===== config.mk =====
export PLATFORM = sky130hd
export DESIGN_NAME = pc_sequencer
export DESIGN_NICKNAME = d
export VERILOG_FILES = /design/src/rtl/pc_sequencer.sv
export SDC_FILE = /design/constraint.sdc
export NUM_CORES = 1
export LEC_CHECK = 0
export ABC_AREA = 1
export ABC_CLOCK_PERIOD_IN_PS = 4420
export CAP_MARGIN = 30
export CORE_MARGIN = 1.5
export CORE_UTILIZATION = 50
export DETAILED_ROUTE_END_ITERATION = 6
export PLACE_DENSITY = 0.81
export SLEW_MARGIN = 15
export SYNTH_ARGS = -nofsm -noshare
export SYNTH_HDL_FRONTEND = slang
export SYNTH_SLANG_ARGS = --single-unit

===== constraint.sdc =====
create_clock -name clk -period 4.42 [get_ports clk]
set_input_delay 0.663 -clock clk [delete_from_list [all_inputs] [get_ports clk]]
set_output_delay 0.663 -clock clk [all_outputs]
set_load 0.01 [all_outputs]

===== src/rtl/pc_sequencer.sv =====
// pc_sequencer: registered program counter with sequential increment, stall,
// branch/jump load and call/return through a circular return-address stack.
// Priority per edge: reset > stall > ret > call > branch > increment.
// No handshake: every request is a single-cycle level sampled on the rising
// edge of clk. A request that loses arbitration, or arrives while stall is
// high, is dropped rather than held for a later cycle.
module pc_sequencer #(
    parameter int unsigned          WIDTH     = 32,
    parameter logic [WIDTH-1:0]     RESET_VEC = '0,
    parameter int unsigned          STEP      = 4,
    parameter int unsigned          RAS_DEPTH = 4
) (
    input  logic                             clk,
    input  logic                             rst_n,
    input  logic                             stall,
    input  logic                             branch_en,
    input  logic                             call_en,
    input  logic                             ret_en,
    input  logic [WIDTH-1:0]                 branch_target,
    output logic [WIDTH-1:0]                 pc_out,
    output logic [WIDTH-1:0]                 pc_plus,
    output logic [$clog2(RAS_DEPTH+1)-1:0]   ras_count,
    output logic                             ras_full,
    output logic                             ras_empty,
    output logic                             ras_err
);

    localparam int unsigned PTR_W = $clog2(RAS_DEPTH);
    localparam int unsigned CNT_W = $clog2(RAS_DEPTH+1);

    // Registered state. wr_ptr points at the slot the next push writes; when
    // the stack is full that slot holds the oldest entry, so an overflowing
    // push overwrites it and the pointer keeps advancing around the ring.
    logic [WIDTH-1:0] pc_q, pc_d;
    logic [WIDTH-1:0] ras_mem_q [RAS_DEPTH];
    logic [WIDTH-1:0] ras_mem_d [RAS_DEPTH];
    logic [PTR_W-1:0] wr_ptr_q, wr_ptr_d;
    logic [CNT_W-1:0] count_q, count_d;
    logic             err_q, err_d;

    logic [PTR_W-1:0] top_idx;
    logic             is_full;
    logic             is_empty;

    assign pc_plus   = pc_q + WIDTH'(STEP);
    assign top_idx   = wr_ptr_q - PTR_W'(1);
    assign is_full   = (count_q == CNT_W'(RAS_DEPTH));
    assign is_empty  = (count_q == '0);

    assign pc_out    = pc_q;
    assign ras_count = count_q;
    assign ras_full  = is_full;
    assign ras_empty = is_empty;
    assign ras_err   = err_q;

    // Next-state selection following the fixed action priority.
    always_comb begin
        pc_d      = pc_q;
        ras_mem_d = ras_mem_q;
        wr_ptr_d  = wr_ptr_q;
        count_d   = count_q;
        err_d     = 1'b0;
        if (stall) begin
            // Hold everything; requests this cycle are discarded.
        end else if (ret_en) begin
            if (is_empty) begin
                pc_d  = pc_plus;
                err_d = 1'b1;
            end else begin
                pc_d     = ras_mem_q[top_idx];
                wr_ptr_d = top_idx;
                count_d  = count_q - CNT_W'(1);
            end
        end else if (call_en) begin
            ras_mem_d[wr_ptr_q] = pc_plus;
            wr_ptr_d            = wr_ptr_q + PTR_W'(1);
            pc_d                = branch_target;
            if (is_full) begin
                err_d = 1'b1;
            end else begin
                count_d = count_q + CNT_W'(1);
            end
        end else if (branch_en) begin
            pc_d = branch_target;
        end else begin
            pc_d = pc_plus;
        end
    end

    // State registers with synchronous active-low reset; reset clears the RAS.
    always_ff @(posedge clk) begin
        if (!rst_n) begin
            pc_q     <= RESET_VEC;
            wr_ptr_q <= '0;
            count_q  <= '0;
            err_q    <= 1'b0;
            for (int i = 0; i < RAS_DEPTH; i++) begin
                ras_mem_q[i] <= '0;
            end
        end else begin
            pc_q      <= pc_d;
            wr_ptr_q  <= wr_ptr_d;
            count_q   <= count_d;
            err_q     <= err_d;
            ras_mem_q <= ras_mem_d;
        end
    end

endmodule


==> flow_metrics.env <==
export IMPL_vdd_drop_max_mv=0.286
export IMPL_gr_usage_all_layers=0.309
export IMPL_rows=48
export IMPL_cp_max_fo=8
export IMPL_yosysWarningCount=0
export IMPL_grt_pass1_vias=8756
export IMPL_antenna_cells=0
export IMPL_p_per_area_nw_per_um2=368
export IMPL_max_freq_mhz=293
export IMPL_drt_iter0_markers=1108
export IMPL_drt_first_pass_iters=6
export IMPL_io_buffers=107
export IMPL_slew_headroom=0.416
export IMPL_finalHoldViolations=0
export IMPL_cts_buffers=17
export IMPL_hold_buffers=0
export IMPL_critical_path_class="reg -> out"
export IMPL_synth_area_um2=9020
export IMPL_synth_ff_type="dfxtp_1"
export IMPL_syn_nets=1411
export IMPL_power_mw=3.95
export IMPL_drive_above_1_share=0.0572
export IMPL_vias_per_cell=5.77
export IMPL_synth_edf_count=0
export IMPL_grt_antenna_before_repair=1
export IMPL_cts_setup_buffers=0
export IMPL_rsz0062_at_grt="false"
export IMPL_die_y_um=137
export IMPL_grt_pass1_wl_um=45200
export IMPL_async_flop_share=0
export IMPL_die_width_um=137
export IMPL_nets=1467
export IMPL_clkLatencyLatePin_ns=0.43
export IMPL_status="finished, final reports clean"
export IMPL_ys_types=34
export IMPL_yosys_area_top_type="dfxtp_1"
export IMPL_finalSetupViolCount=0
export IMPL_finalCritPeriodShare=0.773
export IMPL_post_cts_resized=0
export IMPL_drtAntennaViolNets=0
export IMPL_ys_top_cells_by_area="dfxtp_1, o21ai_0, inv_1"
export IMPL_synth_most_common_cell="o21ai_0"
export IMPL_ys_ff_latch=166
export IMPL_dr_total_vias=9571
export IMPL_start_util=0.516
export IMPL_cp_required_ns=3.76
export IMPL_ioPinCount=108
export IMPL_ys_top_cells_by_count="o21ai_0, inv_1, nand2_1"
export IMPL_finalWeightedCongestion=0.943
export IMPL_dieArea_um2=18900
export IMPL_dpl_hpwl_um=18000
export IMPL_tns_ns=0
export IMPL_synth_top_area_share=0.368
export IMPL_p_leak_nw=4.86
export IMPL_synth_cells=1367
export IMPL_detail_route_wl_per_cell_um=17.2
export IMPL_syn_to_final_growth_pct=18.9
export IMPL_cp_end_kind="output pin"
export IMPL_clockBufferDepth=2
export IMPL_worst_pin_slew_ns=0.876
export IMPL_cts_root_buf="clkbuf_16"
export IMPL_grt_max_degree=89
export IMPL_cts_sinks=166
export IMPL_maxSlewViolCount=0
export IMPL_skew_ns=0.00840
export IMPL_min_period_ns=3.42
export IMPL_hp_class="reg -> reg"
export IMPL_crit_path_start_kind="register"
export IMPL_cts_tree="done"
export IMPL_drv_cap=0
export IMPL_grt_ovfl_total=0
export IMPL_drcViolationCount=0
export IMPL_htreeDepth=4
export IMPL_core_area_um2=17500
export IMPL_worstPathArrival_ns=2.75
export IMPL_syn_mean_instance_area_um2=6.60
export IMPL_clkTransAtPathRegs_ns=0.06
export IMPL_wl_um=28500
export IMPL_yosysSeqAreaShare=0.368
## registers in the layout, indices dropped and copies added (netlist names)
signal / flops
ras_mem_q: 128
pc_out: 32
ras_count: 3
wr_ptr_q: 2
ras_err: 1
## worst max-delay path, stage by stage, from the launching register on
cell and delay (ns):
dfxtp_1 0.52, ha_1 0.31, inv_1 0.10, nor2_2 0.15, nand2_2 0.16, nor2_4 0.22, nand3_1 0.13, nand2_2 0.17
clkdlybuf4s50_1 0.56
## layout make-up
cell class	count	area [µm²]
Fill cell	1602	6750
Multi-Input combinational cell	896	4520
Sequential cell	166	3320
Timing Repair Buffer	123	1190
Inverter	219	822
Clock buffer	22	464
Tap cell	225	282
Clock inverter	8	124
## routing by layer
metal	up-vias	share of wire	GRT usage	wire (µm)
li1	4554	-	-	-
met1	4360	0.41	0.404	11800
met2	565	0.44	0.491	12700
met3	92	0.11	0.0692	3110
met4	0	0.033	0.130	952
met5	-	0	0	0
## per-stage QoR
stage,worst slack [ns],util,hold slack [ns],cell area [µm²],cells
floorplan,2.14,-,0.425,9020,1367
detailed placement,1.41,0.580,0.444,10100,1629
finish,1.00,0.614,0.449,10700,1659
global placement,1.44,0.580,0.434,10100,1629
global route,0.838,0.614,0.482,10700,1659
CTS,1.06,0.614,0.453,10700,1659
## cells in the final DEF (no fill, tap or decap), types with 4 or more instances in the layout
cell | synthesis | routed
xor2_1 | 4 | 4
dfxtp_1 | 166 | 165
nor2_4 | 6 | 7
nor2_2 | 6 | 7
nor3_1 | 4 | 4
o21bai_1 | 30 | 30
clkdlybuf4s50_1 | 0 | 106
a31oi_1 | 20 | 20
o21a_1 | 34 | 34
o211ai_1 | 8 | 8
o21ai_1 | 18 | 18
a21oi_1 | 137 | 137
nand2_2 | 12 | 12
nor2_1 | 122 | 120
o22ai_1 | 9 | 9
o21ai_0 | 232 | 232
ha_1 | 5 | 5
nand2_1 | 179 | 179
inv_2 | 7 | 7
inv_1 | 211 | 211
buf_4 | 4 | 17
clkbuf_16 | 0 | 17
nand3_1 | 58 | 58
## worst paths after layout
| check | to | slack (ns) | cells past startpoint | start |
|---|---|---|---|---|
| worst min-delay path | ras_mem_q[64]$_SDFFE_PN0P_ | 0.45 | 2 | ras_mem_q[64]$_SDFFE_PN0P_ |
| worst max-delay path | pc_plus[26] | 1.00 | 8 | pc_out[2]$_SDFFE_PN0N_ |
| worst max register to register | ras_mem_q[31]$_SDFFE_PN0P_ | 1.91 | 7 | wr_ptr_q[0]$_SDFFE_PN0P_ |
| worst min register to register | ras_mem_q[64]$_SDFFE_PN0P_ | 0.45 | 2 | ras_mem_q[64]$_SDFFE_PN0P_ |
## kinds of logic (layout without fill, tap and decap cells)
| group | count (synthesis) | count (layout) | synth area share |
|---|---|---|---|
| adder cells (fa/ha/maj) | 6 | 6 | 0.00915 |
| buffers and inverters | 305 | 372 | 0.132 |
| flip-flops | 166 | 166 | 0.368 |
| AND/OR/NAND/NOR | 391 | 391 | 0.184 |
| XOR/XNOR | 9 | 9 | 0.0104 |
| AO/OA/AOI/OAI | 490 | 490 | 0.296 |
## power by group
group	internal, mW	switching (mW)
sequential	1.56	0.0736
clock	0.913	0.608
combinational	0.298	0.500
(Power assumes the default switching activity.)
